<file path="config.mk">
export PLATFORM = sky130hd
export DESIGN_NAME = instruction_decode
export DESIGN_NICKNAME = d
export VERILOG_FILES = /design/src/rtl/instruction_decode.sv
export SDC_FILE = /design/constraint.sdc
export NUM_CORES = 1
export LEC_CHECK = 0
export CAP_MARGIN = 20
export CORE_MARGIN = 2
export CORE_UTILIZATION = 45
export DETAILED_ROUTE_END_ITERATION = 6
export PLACE_DENSITY = 0.71
export SYNTH_ARGS = -nofsm -noshare
export SYNTH_HDL_FRONTEND = slang
export SYNTH_SLANG_ARGS = --single-unit
</file>
<file path="constraint.sdc">
create_clock -name clk_i -period 6.4 [get_ports clk_i]
set_input_delay 1.28 -clock clk_i [delete_from_list [all_inputs] [get_ports clk_i]]
set_output_delay 1.28 -clock clk_i [all_outputs]
set_load 0.01 [all_outputs]
</file>
<file path="src/rtl/instruction_decode.sv">
// RV32I instruction decoder with a registered 2-entry skid buffer on its output.
// Build option: define DECODE_SYSTEM_EN to accept MISC-MEM/SYSTEM words as legal NOPs.
module instruction_decode (
    input  logic        clk_i,
    input  logic        rst_n_i,
    input  logic        instr_valid_i,
    output logic        instr_ready_o,
    input  logic [31:0] instruction_i,
    input  logic [31:0] instr_pc_i,
    output logic        dec_valid_o,
    input  logic        dec_ready_i,
    output logic [4:0]  address_a_o,
    output logic [4:0]  address_b_o,
    output logic [4:0]  address_d_o,
    output logic        reg_write_enable_o,
    output logic [31:0] immediate_o,
    output logic [3:0]  alu_op_o,
    output logic        alu_src_imm_o,
    output logic        mem_read_o,
    output logic        mem_write_o,
    output logic        branch_o,
    output logic        jump_o,
    output logic [31:0] dec_pc_o,
    output logic        illegal_o
);
    localparam logic [6:0] OPC_LUI    = 7'b0110111;
    localparam logic [6:0] OPC_AUIPC  = 7'b0010111;
    localparam logic [6:0] OPC_JAL    = 7'b1101111;
    localparam logic [6:0] OPC_JALR   = 7'b1100111;
    localparam logic [6:0] OPC_BRANCH = 7'b1100011;
    localparam logic [6:0] OPC_LOAD   = 7'b0000011;
    localparam logic [6:0] OPC_STORE  = 7'b0100011;
    localparam logic [6:0] OPC_OPIMM  = 7'b0010011;
    localparam logic [6:0] OPC_OP     = 7'b0110011;
`ifdef DECODE_SYSTEM_EN
    localparam logic [6:0] OPC_MISC   = 7'b0001111;
    localparam logic [6:0] OPC_SYSTEM = 7'b1110011;
`endif

    localparam logic [3:0] ALU_ADD   = 4'd0;
    localparam logic [3:0] ALU_SUB   = 4'd1;
    localparam logic [3:0] ALU_PASSB = 4'd10;

    typedef enum logic [1:0] {EMPTY, ONE, TWO} occ_e;

    typedef struct packed {
        logic [4:0]  addr_a;
        logic [4:0]  addr_b;
        logic [4:0]  addr_d;
        logic        rwe;
        logic [31:0] imm;
        logic [3:0]  alu_op;
        logic        alu_src_imm;
        logic        mem_read;
        logic        mem_write;
        logic        branch;
        logic        jump;
        logic        illegal;
        logic [31:0] pc;
    } bundle_t;

    // funct3 maps onto AluOp codes; alt picks SUB/SRA over ADD/SRL
    function automatic logic [3:0] alu_arith(input logic [2:0] f3, input logic alt);
        case (f3)
            3'b000:  return alt ? 4'd1 : 4'd0;
            3'b001:  return 4'd2;
            3'b010:  return 4'd3;
            3'b011:  return 4'd4;
            3'b100:  return 4'd5;
            3'b101:  return alt ? 4'd7 : 4'd6;
            3'b110:  return 4'd8;
            default: return 4'd9;
        endcase
    endfunction

    logic [6:0] opcode;
    logic [2:0] funct3;
    logic [6:0] funct7;
    logic [4:0] rd, rs1, rs2;
    assign opcode = instruction_i[6:0];
    assign rd     = instruction_i[11:7];
    assign funct3 = instruction_i[14:12];
    assign rs1    = instruction_i[19:15];
    assign rs2    = instruction_i[24:20];
    assign funct7 = instruction_i[31:25];

    bundle_t dec;
    logic    legal, writes_rd, use_a, use_b;

    always_comb begin
        dec       = '0;
        legal     = 1'b0;
        writes_rd = 1'b0;
        use_a     = 1'b0;
        use_b     = 1'b0;
        case (opcode)
            OPC_LUI: begin
                legal = 1'b1; writes_rd = 1'b1;
                dec.imm = {instruction_i[31:12], 12'b0};
                dec.alu_op = ALU_PASSB; dec.alu_src_imm = 1'b1;
            end
            OPC_AUIPC: begin
                legal = 1'b1; writes_rd = 1'b1;
                dec.imm = {instruction_i[31:12], 12'b0};
                dec.alu_op = ALU_ADD; dec.alu_src_imm = 1'b1;
            end
            OPC_JAL: begin
                legal = 1'b1; writes_rd = 1'b1; dec.jump = 1'b1;
                dec.imm = {{11{instruction_i[31]}}, instruction_i[31], instruction_i[19:12],
                           instruction_i[20], instruction_i[30:21], 1'b0};
                dec.alu_op = ALU_ADD; dec.alu_src_imm = 1'b1;
            end
            OPC_JALR: begin
                legal = (funct3 == 3'b000); writes_rd = 1'b1; use_a = 1'b1; dec.jump = 1'b1;
                dec.imm = {{20{instruction_i[31]}}, instruction_i[31:20]};
                dec.alu_op = ALU_ADD; dec.alu_src_imm = 1'b1;
            end
            OPC_BRANCH: begin
                legal = (funct3 != 3'b010) && (funct3 != 3'b011);
                use_a = 1'b1; use_b = 1'b1; dec.branch = 1'b1;
                dec.imm = {{19{instruction_i[31]}}, instruction_i[31], instruction_i[7],
                           instruction_i[30:25], instruction_i[11:8], 1'b0};
                dec.alu_op = ALU_SUB;
            end
            OPC_LOAD: begin
                legal = (funct3 inside {3'b000, 3'b001, 3'b010, 3'b100, 3'b101});
                writes_rd = 1'b1; use_a = 1'b1; dec.mem_read = 1'b1;
                dec.imm = {{20{instruction_i[31]}}, instruction_i[31:20]};
                dec.alu_op = ALU_ADD; dec.alu_src_imm = 1'b1;
            end
            OPC_STORE: begin
                legal = (funct3 inside {3'b000, 3'b001, 3'b010});
                use_a = 1'b1; use_b = 1'b1; dec.mem_write = 1'b1;
                dec.imm = {{20{instruction_i[31]}}, instruction_i[31:25], instruction_i[11:7]};
                dec.alu_op = ALU_ADD; dec.alu_src_imm = 1'b1;
            end
            OPC_OPIMM: begin
                // shift-immediates carry funct7 in imm[11:5]; only SRAI may set imm[10]
                if (funct3 == 3'b001)      legal = (funct7 == 7'b0000000);
                else if (funct3 == 3'b101) legal = (funct7 == 7'b0000000) || (funct7 == 7'b0100000);
                else                       legal = 1'b1;
                writes_rd = 1'b1; use_a = 1'b1;
                dec.imm = {{20{instruction_i[31]}}, instruction_i[31:20]};
                dec.alu_op = alu_arith(funct3, (funct3 == 3'b101) && instruction_i[30]);
                dec.alu_src_imm = 1'b1;
            end
            OPC_OP: begin
                legal = (funct7 == 7'b0000000) ||
                        ((funct7 == 7'b0100000) && ((funct3 == 3'b000) || (funct3 == 3'b101)));
                writes_rd = 1'b1; use_a = 1'b1; use_b = 1'b1;
                dec.alu_op = alu_arith(funct3, instruction_i[30]);
            end
`ifdef DECODE_SYSTEM_EN
            OPC_MISC, OPC_SYSTEM: legal = 1'b1;
`endif
            default: legal = 1'b0;
        endcase

        if (!legal) begin
            dec         = '0;
            dec.illegal = 1'b1;
        end else begin
            dec.addr_a = use_a ? rs1 : 5'd0;
            dec.addr_b = use_b ? rs2 : 5'd0;
            dec.rwe    = writes_rd && (rd != 5'd0);
            dec.addr_d = dec.rwe ? rd : 5'd0;
        end
        dec.pc = instr_pc_i;
    end

    occ_e    state_q, state_d;
    bundle_t head_q, head_d, tail_q, tail_d;
    logic    accept, drain;

    assign instr_ready_o = (state_q != TWO);
    assign dec_valid_o   = (state_q != EMPTY);
    assign accept        = instr_valid_i && instr_ready_o;
    assign drain         = dec_valid_o && dec_ready_i;

    always_ff @(posedge clk_i or negedge rst_n_i) begin
        if (!rst_n_i) begin
            state_q <= EMPTY;
            head_q  <= '0;
            tail_q  <= '0;
        end else begin
            state_q <= state_d;
            head_q  <= head_d;
            tail_q  <= tail_d;
        end
    end

    // head always holds the oldest bundle; it is cleared whenever the buffer empties
    always_comb begin
        state_d = state_q;
        head_d  = head_q;
        tail_d  = tail_q;
        case (state_q)
            EMPTY: if (accept) begin
                head_d  = dec;
                state_d = ONE;
            end
            ONE: begin
                if (accept && drain) begin
                    head_d = dec;
                end else if (accept) begin
                    tail_d  = dec;
                    state_d = TWO;
                end else if (drain) begin
                    head_d  = '0;
                    state_d = EMPTY;
                end
            end
            TWO: if (drain) begin
                head_d  = tail_q;
                tail_d  = '0;
                state_d = ONE;
            end
            default: state_d = EMPTY;
        endcase
    end

    assign address_a_o        = head_q.addr_a;
    assign address_b_o        = head_q.addr_b;
    assign address_d_o        = head_q.addr_d;
    assign reg_write_enable_o = head_q.rwe;
    assign immediate_o        = head_q.imm;
    assign alu_op_o           = head_q.alu_op;
    assign alu_src_imm_o      = head_q.alu_src_imm;
    assign mem_read_o         = head_q.mem_read;
    assign mem_write_o        = head_q.mem_write;
    assign branch_o           = head_q.branch;
    assign jump_o             = head_q.jump;
    assign dec_pc_o           = head_q.pc;
    assign illegal_o          = head_q.illegal;
endmodule

</file>
# Word-level counts from Yosys, hierarchy flattened

Index checks and enable logic that the tools add are counted.

Equal/unequal tests: 28
Mux-type cells: 38
Reduce and logical (&&, ||, !) cells: 30

Operators with widths:

| operator                                             | number |
|---|---|
| 2-to-1 mux 90 bit                                    | 6 |
| case mux 90 bit (3 select lines)                     | 1 |
| case mux 90 bit (2 select lines)                     | 1 |
| case mux 32 bit (5 select lines)                     | 1 |
| 2-to-1 mux 74 bit                                    | 1 |
| case mux 4 bit (7 select lines)                      | 2 |
| equality test 7 x 6 -> 1 bit (second input constant) | 4 |
| equality test 7 bit (second input constant)          | 3 |
| 2-to-1 mux 16 bit                                    | 1 |
| case mux 4 bit (4 select lines)                      | 1 |
| 2-to-1 mux 5 bit                                     | 3 |
| equality test 7 x 5 -> 1 bit (second input constant) | 2 |
| 2-to-1 mux 1 bit                                     | 14 |
| OR reduction 7 bit                                   | 2 |
| 2-to-1 mux 2 bit                                     | 5 |
| inequality test 2 bit (second input constant)        | 5 |
| nonzero test 5 bit                                   | 2 |
| equality test 3 bit (second input constant)          | 3 |
| inequality test 3 bit (second input constant)        | 3 |
| OR reduction 3 bit                                   | 3 |
| AND reduction 4 bit                                  | 2 |
| equality test 7 x 2 -> 1 bit (second input constant) | 1 |
| logical AND 1 bit                                    | 7 |
| logical NOT 7 bit                                    | 1 |
| other kinds (15)                                     | 22 |

Flip-flop bits (word level): 182
Bits of input ports: 68
Output and inout port bits: 92

# Depth between registers and ports, before layout

Word-level depth: 9
Mapped depth: 10
Depth with buffers taken out: 7

# Worst setup path after synthesis

No wires, ideal clock.

Path kind: input port to flip-flop
From: in instruction_i[3]
To: reg tail_q[80] (netlist bit)
Arrival: 2,787 ps
Setup slack: 3,491 ps
Stages on the path: 7
Buffers on the path: 2
Cell sequence: buf_4 nand4b_4 nor2_1 or4_4 or2_1 buf_6 a32o_1

Word-level cells in the longest chain between the ends: 8

RTL lines:

| item                                                                | RTL line | text |
|---|---|---|
| start, declared                                                     | 8        | `input logic [31:0] instruction_i,` |
| equality test 7 x 6 -> 1 bit or equality test 7 bit (tied branches) | 96       | `case (opcode)` |
| OR reduction 3 bit (no source line)                                 | n/a      |  |
| 2-to-1 mux 1 bit                                                    | 96       |  |
| 2-to-1 mux 5 bit                                                    | 164      | `dec.addr_b = use_b ? rs2 : 5'd0;` |
| 2-to-1 mux 16 bit (*)                                               | 159      | `if (!legal) begin` |
| 2-to-1 mux 90 bit (*)                                               | 205      | `end else if (accept) begin` |
| 2-to-1 mux 90 bit (*)                                               | 203      | `if (accept && drain) begin` |
| case mux 90 bit (2 select lines) (*)                                | 197      | `case (state_q)` |
| end signal, assigned                                                | 188      | `tail_q <= tail_d;` |
| end, declared                                                       | 172      | `bundle_t head_q, head_d, tail_q, tail_d;` |

Every way passes the cells marked *; elsewhere a longest branch is shown, timed or not. The select of a mux whose other input is x is not followed.
A chain may end at the register's enable or synchronous reset.

# Worst setup path after layout

From: in instruction_i[6]
To: reg head_q, in the netlist alu_op_o[2]

Word-level cells in the longest chain between the ends: 6

RTL lines:

| item                                        | RTL line | text |
|---|---|---|
| equality test 7 bit (tied with other cells) | 96       |  |
| OR reduction 3 bit (no source line)         | n/a      |  |
| case mux 1 bit (7 select lines)             | 96       |  |
| 2-to-1 mux 74 bit (*)                       | 159      |  |
| 2-to-1 mux 90 bit, on equally long branches | 203, 198 |  |
| case mux 90 bit (3 select lines) (*)        | 197      |  |
| end signal, assigned                        | 183      | `head_q <= '0;` |
| end signal, assigned                        | 187      | `head_q <= head_d;` |
| end, declared                               | 172      |  |

Marks and branches as above.

==> flow_summary.toml <==
[synthesis]
synth_top_area_share_pct = 54.0
synth.distinct_cells = 60
mappedNetlistArea_sq_mm = 0.00843
synth_cells = 919
synth_area_leader_cell = "dfrtp_1"
synth.area.top_cells = "dfrtp_1, nand2_1, nand3_1"
ys_ff_latch = 182
syn_nets = 992
yosys_warnings = 0
synth_flop_cell = "dfrtp_1"
synth-seq-area-share_pct = 54.0
postSynthAreaPerCell_sq_um = 9.17
synth_edf_count = 0
synth_commonest_cells = "dfrtp_1, nand2_1, nand3_1"
yosysMostFrequentCell = "dfrtp_1"
async_flop_share_pct = 100

[die]
fp.dieH_um = 141
ios = 160
die_area_sq_mm = 0.0198
num_rows = 50
start_util_pct = 45.5
chipWidth_um = 141
core-area_sq_mm = 0.0185

[timing]
drv_slew = 0
setup_tns_ps = 0
grt_setup_unrepaired = "no"
period_minus_slack_ps = 3770
relSlewSlack_pct = 33.8
worst_pin_slew_ps = 993
setup_viol = 0
clock_skew_ps = 7.77
fmax_mhz = 265
hold_violations = 0
fin_crit_sh_pct = 58.9
whs_ps = 469

[clocking]
root_buffer = "clkbuf_16"
clk_latency_ps = 430
numCtsBuffers = 17
clock-sinks = 182
cts.repair.resized = 0
tritoncts = "done"
postCtsHoldBufs = 0
post_cts_buffers = 0
cts.reportedPaths.clkPinSlew_ps = 70
clockBufferDepth = 2
htreeDepth = 4

[cells_and_area]
final_cells = 1283
fin_util_pct = 57.9
seqCellArea_sq_mm = 0.00455
syn2layout_area_growth_pct = 27.2
antennaDiodeCount = 0
num-nets-final = 1109
fillers = 1678
drive_gt1_share_pct = 6.01
multi_input_area_sq_mm = 0.00351

[setup_path]
crit_buf_inv = 2
critPathRequiredTime_ps = 6700
path_max_fanout = 17
critPathMaxStageDelay_ps = 750
critPathKind = "in -> reg"
worst_path_max_delay_cell = "clkdlybuf4s50_1"
critPathTopFamily = "simple AND/OR/NAND/NOR gates"
path_cells = "clkdlybuf4s50_1, nand2b_1, nor2_1, or4_4, nor2_2, buf_8, o311ai_1"
arrival_ps = 4070
worstSetupStartpointType = "input pin"
crit_path_end_kind = "register"

[routing]
antenna_left = 0
wl_per_cell_um = 18.8
drc = 0
vias_per_cell = 5.82
drt_first_pass_iters = 5
first_iter_violations = 584
wl_mm = 24.1
vias = 7471

[global_route]
grt_pass1_wl_mm = 38.6
grt-ovfl-total = 0
grt_usage_pct = 24.4
antenna_found_initial = 0
grt_max_degree = 88
grt_pass1_vias = 7102

[placed_design]
dp.cells = 1250
finalWeightedCongestion = 0.904
dpl.hpwl_mm = 15.5
io_buffers = 159

[pwr]
powerDensity_mw_per_mm2 = 391
p_leak_uw = 0.00452
ir_drop_uv = 373

[flow_run]
drv_cap = 0

[worst_hold_path]
min_path_type = "reg -> reg"

[status]
status = "finished clean"
==> kinds of logic (layout without fill, tap and decap cells) <==
family,Yosys count,count (layout),share of synthesized area (%)
DFF,182,182,54.0
muxes,8,8,0.950
AOI/OAI and AO/OA,215,215,17.4
buffers and inverters,90,220,4.56
and+or+nand+nor,419,419,22.3
adders and majority gates,5,5,0.742
==> registers in the layout (all words and copies together), names as in the netlist, 2 cells and up <==
signal	count
tail_q	90
dec_pc_o	32
immediate_o	32
address_a_o	5
address_b_o	5
address_d_o	5
alu_op_o	4
state_q	2
==> cell usage in the layout, fill, tap and decap left out, types with 5 or more instances in the layout <==
cell,count
nand2_1,178
and3_1,8
a21oi_1,27
nand2b_1,6
nor2_1,80
dfrtp_1,182
nor3_1,6
a32o_1,8
clkdlybuf4s50_1,158
o21ai_0,59
ha_1,5
nand3_1,113
a22oi_1,5
mux2i_1,8
o31ai_1,6
buf_4,13
o211ai_1,46
clkbuf_16,17
a221oi_1,33
inv_1,13
==> area by class of cell <==
cell class | instances | area share (%)
timing repair buffer | 174 | 16.2
clock buffer | 20 | 4.26
inverter | 14 | 0.490
sequential | 182 | 42.5
multi-input combinational | 647 | 32.8
tap | 234 | 2.73
clock inverter | 12 | 1.11
==> final timing paths <==
path	from	end	slack, ps	cells after the start
max in group asynchronous	rst_n_i	immediate_o[12]	4310	2
min in group asynchronous	rst_n_i	dec_pc_o[27]	890	1
worst min-delay path	tail_q[3]	tail_q[3]	470	2
worst min register to register	tail_q[3]	tail_q[3]	470	2
worst max-delay path	instruction_i[6]	alu_op_o[2]	2630	7
worst max register to register	state_q[0]	immediate_o[16]	3160	8
==> metal layers <==
layer	GRT usage, %	vias to the layer above	share of wire (%)
met5	0	-	0
met4	7.16	0	1.9
met3	4.11	29	6.8
met2	37.9	304	48
met1	35.5	3659	44
li1	-	3479	-
==> metrics by stage <==
stage          area (sq um)  power [uW]  setup slack [ps]
2_1_floorplan          8430        2540              3490
3_3_place_gp          10100        3150              2040
3_5_place_dp          10100        3190              2040
4_1_cts               10700        4210              2500
5_1_grt               10700        4460              2480
6_report              10700        4190              2630
==> tightest hold or removal path, cell delays in order, from the launching register on <==
cell and delay, ps:
dfrtp_1 340, nand2_1 50, nand2_1 50
==> power by group <==
part	switching (uW)	internal, uW	total (uW)
registers	113	1380	1490
logic	1080	588	1670
clock network	473	564	1040
No activity file was read; power rests on OpenSTA's default activity.
